$ cat config.mk
export PLATFORM = sky130hd
export DESIGN_NAME = icache_direct
export DESIGN_NICKNAME = d
export VERILOG_FILES = /design/src/rtl/icache_direct.sv
export SDC_FILE = /design/constraint.sdc
export NUM_CORES = 2
export LEC_CHECK = 0
export CORE_ASPECT_RATIO = 1.2
export CORE_MARGIN = 1
export CORE_UTILIZATION = 38
export DETAILED_ROUTE_END_ITERATION = 10
export SYNTH_ARGS = -nofsm -noshare
export SYNTH_HDL_FRONTEND = slang
export SYNTH_SLANG_ARGS = --single-unit
$ cat constraint.sdc
create_clock -name clk -period 9.3 [get_ports clk]
set_clock_uncertainty 0.05 [all_clocks]
set_input_delay 1.86 -clock clk [delete_from_list [all_inputs] [get_ports clk]]
set_output_delay 1.86 -clock clk [all_outputs]
set_load 0.1 [all_outputs]
$ cat src/rtl/icache_direct.sv
// Direct-mapped read-only instruction cache with a single-line burst refill port.
// Optional ICACHE_INVALIDATE_EN adds INV_SI to clear all valid bits.
module icache_direct #(
    parameter int unsigned NUM_LINES      = 16,
    parameter int unsigned WORDS_PER_LINE = 4
) (
    input  logic        clk,
    input  logic        reset_n,
    input  logic [31:0] ADR_SI,
    input  logic        ADR_VALID_SI,
`ifdef ICACHE_INVALIDATE_EN
    input  logic        INV_SI,
`endif
    output logic [31:0] IC_INST_SI,
    output logic        IC_STALL_SI,
    output logic [31:0] MEM_ADR_SI,
    output logic        MEM_REQ_SI,
    input  logic        MEM_ACK_SM,
    input  logic [31:0] MEM_DATA_SM,
    input  logic        MEM_DATA_VALID_SM
);

    localparam int unsigned WRD_W = $clog2(WORDS_PER_LINE);
    localparam int unsigned OFS_W = WRD_W + 2;
    localparam int unsigned IDX_W = $clog2(NUM_LINES);
    localparam int unsigned TAG_W = 32 - IDX_W - OFS_W;
    localparam logic [WRD_W-1:0] LAST_BEAT = WRD_W'(WORDS_PER_LINE - 1);
    localparam logic [31:0] NOP = 32'h0000_0013;

    typedef enum logic [1:0] {IDLE, REQ, FILL} state_e;

    state_e                 state_q, state_d;
    logic [WRD_W-1:0]       cnt_q, cnt_d;
    logic [31:0]            ref_adr_q, ref_adr_d;
    logic [NUM_LINES-1:0]   valid_q, valid_d;
    logic [TAG_W-1:0]       tag_q  [NUM_LINES];
    logic [31:0]            data_q [NUM_LINES][WORDS_PER_LINE];
    logic                   inv_pend_q, inv_pend_d;
    logic                   inv_c;

    logic [TAG_W-1:0]       adr_tag;
    logic [IDX_W-1:0]       adr_idx;
    logic [WRD_W-1:0]       adr_wrd;
    logic [TAG_W-1:0]       ref_tag;
    logic [IDX_W-1:0]       ref_idx;
    logic                   hit_c;
    logic                   miss_c;
    logic                   beat_c;
    logic                   fill_done_c;
    logic                   unused_c;

`ifdef ICACHE_INVALIDATE_EN
    assign inv_c = INV_SI;
`else
    assign inv_c = 1'b0;
`endif

    // Fetch and refill address decode
    assign adr_tag  = ADR_SI[31 -: TAG_W];
    assign adr_idx  = ADR_SI[OFS_W +: IDX_W];
    assign adr_wrd  = ADR_SI[2 +: WRD_W];
    assign ref_tag  = ref_adr_q[31 -: TAG_W];
    assign ref_idx  = ref_adr_q[OFS_W +: IDX_W];
    assign unused_c = ^ADR_SI[1:0];

    assign hit_c       = valid_q[adr_idx] && (tag_q[adr_idx] == adr_tag) && (state_q == IDLE);
    assign miss_c      = ADR_VALID_SI && !hit_c;
    assign beat_c      = (state_q == FILL) && MEM_DATA_VALID_SM;
    assign fill_done_c = beat_c && (cnt_q == LAST_BEAT);

    // State register and control flops
    always_ff @(posedge clk or negedge reset_n) begin
        if (!reset_n) begin
            state_q    <= IDLE;
            cnt_q      <= '0;
            ref_adr_q  <= '0;
            valid_q    <= '0;
            inv_pend_q <= 1'b0;
        end else begin
            state_q    <= state_d;
            cnt_q      <= cnt_d;
            ref_adr_q  <= ref_adr_d;
            valid_q    <= valid_d;
            inv_pend_q <= inv_pend_d;
        end
    end

    // Next-state logic
    always_comb begin
        state_d    = state_q;
        cnt_d      = cnt_q;
        ref_adr_d  = ref_adr_q;
        valid_d    = valid_q;
        inv_pend_d = inv_pend_q;
        case (state_q)
            IDLE: begin
                if (inv_c) begin
                    valid_d = '0;
                end
                if (miss_c) begin
                    ref_adr_d        = {ADR_SI[31:OFS_W], OFS_W'(0)};
                    valid_d[adr_idx] = 1'b0;
                    state_d          = REQ;
                end
            end
            REQ: begin
                if (inv_c) begin
                    inv_pend_d = 1'b1;
                end
                if (MEM_ACK_SM) begin
                    cnt_d   = '0;
                    state_d = FILL;
                end
            end
            FILL: begin
                if (inv_c) begin
                    inv_pend_d = 1'b1;
                end
                if (beat_c) begin
                    cnt_d = WRD_W'(cnt_q + 1'b1);
                end
                if (fill_done_c) begin
                    // A pending invalidate also wipes the line just filled
                    if (inv_pend_q || inv_c) begin
                        valid_d = '0;
                    end else begin
                        valid_d[ref_idx] = 1'b1;
                    end
                    inv_pend_d = 1'b0;
                    state_d    = IDLE;
                end
            end
            default: state_d = IDLE;
        endcase
    end

    // Fetch-side and memory-request outputs
    always_comb begin
        IC_INST_SI  = NOP;
        IC_STALL_SI = ADR_VALID_SI && !hit_c;
        MEM_REQ_SI  = (state_q == REQ);
        if (hit_c) begin
            IC_INST_SI = data_q[adr_idx][adr_wrd];
        end
    end

    assign MEM_ADR_SI = ref_adr_q;

    // Tag and data arrays are not reset; valid_q guards them
    always_ff @(posedge clk) begin
        if (beat_c) begin
            data_q[ref_idx][cnt_q] <= MEM_DATA_SM;
        end
        if (fill_done_c) begin
            tag_q[ref_idx] <= ref_tag;
        end
    end

endmodule

Word level (Yosys, flattened, before mapping) --
Memories as Yosys holds them, arrays and structs flattened. Cells that the tools add are included.
Word-level totals: latch bits 0, bits in registers 48, input port bits 69, word-level logic and storage cells 70, output and inout bits 66, memories kept 2, ROM bits 0, memory bits (writable) 2432
Operators by class: shift-type cells 0, multiply operators 0, $lt $le $gt $ge 7, divide/modulo/power cells 0, bitwise gates (word level) 5, mux-type cells 27, add/sub/neg operators 1, reductions and logical operators 16, equality and inequality tests 8
Memories:
- data_q | words 16, width 128, rd ports 1, clocked after Yosys merged registers in 0, write ports 1, RTL line 37 | logic [31:0] data_q [NUM_LINES][WORDS_PER_LINE];
- tag_q | words 16, width 24, rd ports 1, clocked after Yosys merged registers in 0, write ports 1, RTL line 36 | logic [TAG_W-1:0] tag_q [NUM_LINES];
Operators by type and width (count):
- two-way mux 128 bit | 1
- two-way mux 32 bit | 4
- binary-select mux 32 bit (select 2 bit) | 1
- demux 32 bit (select 2 bit) | 1
- two-way mux 16 bit | 3
- case mux 16 bit (2 select lines) | 1
- == test 24 bit | 1
- bitwise AND 16 bit | 1
- inverter 16 bit | 1
- OR 16 bit | 1
- < comparator 4 x 5 -> 1 bit (second input constant) | 2
- two-way mux 2 bit | 5
- demux 1 bit (select 4 bit) | 2
- greater-or-equal comparator 4 x 1 -> 1 bit (second input constant) | 2
- logical AND 1 bit | 8
- greater-or-equal comparator 3 bit (second input constant) | 2
- two-way mux 1 bit | 6
- != test 2 bit (second input constant) | 3
- inverter 2 -> 3 bit | 2
- case mux 2 bit (3 select lines) | 1
- AND reduction 3 bit | 2
- binary-select mux 1 bit (select 4 bit) | 1
- == test 2 bit (second input constant) | 2
- case mux 2 bit (2 select lines) | 1
- other kinds (8) | 10

Logic depth before layout (Yosys ltp) --
depth in word-level cells 8, mapped depth 17, mapped depth without buffers 9

Least setup slack after synthesis --
OpenSTA, ideal clock, no wires.
path kind in2out, from input ADR_SI[4], to output IC_INST_SI[10], slack 1.557 ns, data arrival time 5.833 ns, data required time 7.390 ns, buffers on the path 4, stages on the path 11, cells stage by stage buf_6 -> buf_8 -> mux4_1 -> mux4_2 -> xor2_1 -> a2111oi_4 -> o2111ai_1 -> or4_1 -> buf_6 -> clkbuf_1 -> nor2b_1
On the way: cells in the longest elaborated chain, start to end 5, elaborated cells between the ends (all ways) 11, classes of those cells 1 x eq/ne; 6 x mux; 2 x reduce/logical; 2 x memory
RTL lines:
- from (decl) | RTL line 9 | input logic [31:0] ADR_SI,
- memory (16 x 24 bit), or another cell as far along
- == test 24 bit, or another cell as far along | RTL line 66 | assign hit_c = valid_q[adr_idx] && (tag_q[adr_idx] == adr_tag) && (state_q == IDLE);
- logical AND 1 bit or two-way mux 32 bit (tied branches) (2 in a row) | RTL line 66, 143
- two-way mux 32 bit * | RTL line 142 | if (hit_c) begin
- to (decl) | RTL line 14 | output logic [31:0] IC_INST_SI,
Every way passes the cells marked *; elsewhere a longest branch is shown, timed or not. The select of a mux whose other input is x is not followed.

Worst setup path in the final report --
from input ADR_SI[4], to output IC_INST_SI[4]
Same word-level chain as after synthesis.

==> results.md <==
* Status: finished, final reports clean
* Max transition margin at 18.9%
* H-tree lvl count at 5
* Final wirelength at 232 mm
* CP arrival at 6260 ps
* Die area at 254000 um^2
* Setup ws final at 1130 ps
* Clock-pin slew on the worst setup and hold paths at 60 ps
* Placed instance count at 7320
* Top FF cell, synth: edfxtp_1
* EDFF count, synth at 2432
* Layout net count at 4321
* Starting Density at 38.3%
* DP HPWL at 120 mm
* WL/cell at 29.7 um
* Total grt overflow at 0
* Num ports at 135
* Worst-path fanout max at 60
* Tot Pwr at 25.3 mW
* Sequential share of the synthesized area at 77.6%
* Async S/R FF share, synth at 1.94%
* Setup crit end kind: primary output
* Setup TNS at 0 ps
* Synthesis-stage register bit count at 2480
* Commonest non-fill, non-tap cell in the layout: edfxtp_1
* Core Util, Final at 44.0%
* Max clock buf depth at 4
* Most frequent cells in the layout: edfxtp_1 (2432), mux4_2 (733), clkbuf_16 (282)
* Post-CTS setup buffer count at 0
* DRC at 0
* Via count at 43600
* P_leak at 33.9 nW
* Vias in the first global route at 44700
* CTS buffer count at 275
* Synth cell types at 63
* Max-Cap Viols at 0
* Core footprint at 250000 um^2
* Setup violations, final at 0
* Syn_area_per_cell at 24.2 um^2
* Req. time, crit path at 7390 ps
* PD cells at 230 nW/um^2
* Dpl ws at 973 ps
* Tcrit/Tclk final at 87.9%
* Final Hold Fails at 0
* Root Driver: clkbuf_16
* Routability Congestion at 0.783
* DRT iter0 DRCs at 4619
* CTS tree: built
* Design Area, Final at 110000 um^2
* RSZ-0062 raised after global routing: no
* Vias per inst at 5.59
* PortBufs at 128
* Worst IR drop on VDD at 0.241 mV
* Cell area after synthesis at 95700 um^2
* Die span in y at 552 um
* HP Class: flip-flop to flip-flop
* Tot GR Track Use at 18.4%
* Slew Viols, Final at 0
* CP Class: input port to primary output
* Layout cell share with drive strength beyond 1 at 31.7%
* Mapped Cells at 3953
* DP Area at 102000 um^2
* Final non-filler cell total at 7796
* Initial antenna violation count at 44
* Number of hold buffers added after CTS at 0
* Clock latency on the worst-skew pair at 910 ps
* Worst Setup Start Kind: input port
* Hold WS at 485 ps
* Yosys Warn Count at 0
* Area growth syn-to-layout at 15.0%
* DRT antenna net count at 0
* Fmax achieved at 0.122 GHz
* TritonRoute pass-1 iters at 5
* Pin count of the biggest net entering global routing at 143
* Clock tree sinks at 2480
* Die W at 460 um
* Post-layout minimum cycle time at 8170 ps
* Rows at 201
* Least-Margin Pin Slew at 1220 ps
* First-pass GRT wire length at 331 mm
* CTS resizes at 0
## worst paths after layout
check | start | slack, ps | to | depth (start not counted)
worst max-delay path | ADR_SI[4] | 1130 | IC_INST_SI[4] | 12
worst min-delay path | valid_q[15] | 480 | valid_q[15] | 1
worst max register to register | tag_q[8][23] | 4760 | valid_q[1] | 9
worst min register to register | valid_q[15] | 480 | valid_q[15] | 1
max in group asynchronous | reset_n | 7600 | valid_q[12] | 2
min in group asynchronous | reset_n | 1080 | MEM_ADR_SI[23] | 2
## routing by layer
metal / vias up / track usage (%) / share of wire, %
met3: 353 / 4.27 / 7.7
met1: 24000 / 25.2 / 41
met2: 1574 / 29.3 / 49
met4: 12 / 5.05 / 2.3
met5: - / 0 / 0.033
li1: 17700 / - / -
## flip-flops by register name (all words and copies together) (netlist names)
name / cells
tag_q: 384
data_q: 2048
state_q: 2
cnt_q: 2
valid_q: 16
MEM_ADR_SI: 28
## layout make-up
cell class	instances	area (um^2)
repair buffers	228	2290
multi-input cells	1249	20900
clock buffers	359	7410
diodes	12	30.0
flip-flops and latches	2480	74200
well taps	3349	4190
inverters	14	52.6
clock inverters	105	847
fillers	21000	140000
## synth_stat cells (6+ instances only)
cell | instances | area share, %
a21oi_1 | 21 | 0.11
buf_1 | 23 | 0.090
dfrtp_1 | 48 | 1.3
a31oi_1 | 11 | 0.072
mux2_2 | 68 | 0.80
mux4_1 | 6 | 0.16
mux2_4 | 9 | 0.14
a221oi_1 | 10 | 0.092
clkbuf_1 | 127 | 0.50
mux4_2 | 733 | 17
a22oi_1 | 17 | 0.13
edfxtp_1 | 2432 | 76
xor2_1 | 11 | 0.10
nand2b_1 | 7 | 0.046
nand2_1 | 30 | 0.12
nand3_1 | 11 | 0.058
nor3_1 | 12 | 0.063
inv_1 | 11 | 0.043
buf_2 | 40 | 0.21
mux2i_1 | 69 | 0.72
nor2b_1 | 43 | 0.28
buf_4 | 17 | 0.13
o22ai_1 | 18 | 0.12
nor2_1 | 87 | 0.34
xnor2_1 | 14 | 0.13
o21ai_0 | 11 | 0.058
## critical path, stage by stage
cell	delay (ps)
buf_8	460
buf_4	650
mux4_2	580
nor2b_1	140
nor3_1	70
or3_1	390
a21oi_1	220
o211ai_1	120
or4_2	720
buf_4	320
or2_2	420
buf_12	170
## kinds of logic after synthesis
logic type / Yosys count / synth area share, %
AO/OA/AOI/OAI: 117 / 0.883
other: 1 / 0.00392
adder cells (fa/ha/maj): 4 / 0.0523
AND/OR/NAND/NOR: 214 / 1.07
XOR/XNOR: 25 / 0.229
buffers and inverters: 227 / 1.06
multiplexers: 885 / 19.1
flip-flops: 2480 / 77.6
## report_power, final
| part | internal (mW) | switching (mW) | leakage, nW |
|---|---|---|---|
| registers | 12.7 | 0.318 | 22.5 |
| logic | 0.698 | 1.46 | 7.41 |
| clock network | 5.96 | 4.18 | 4.04 |
(Power assumes the default switching activity.)
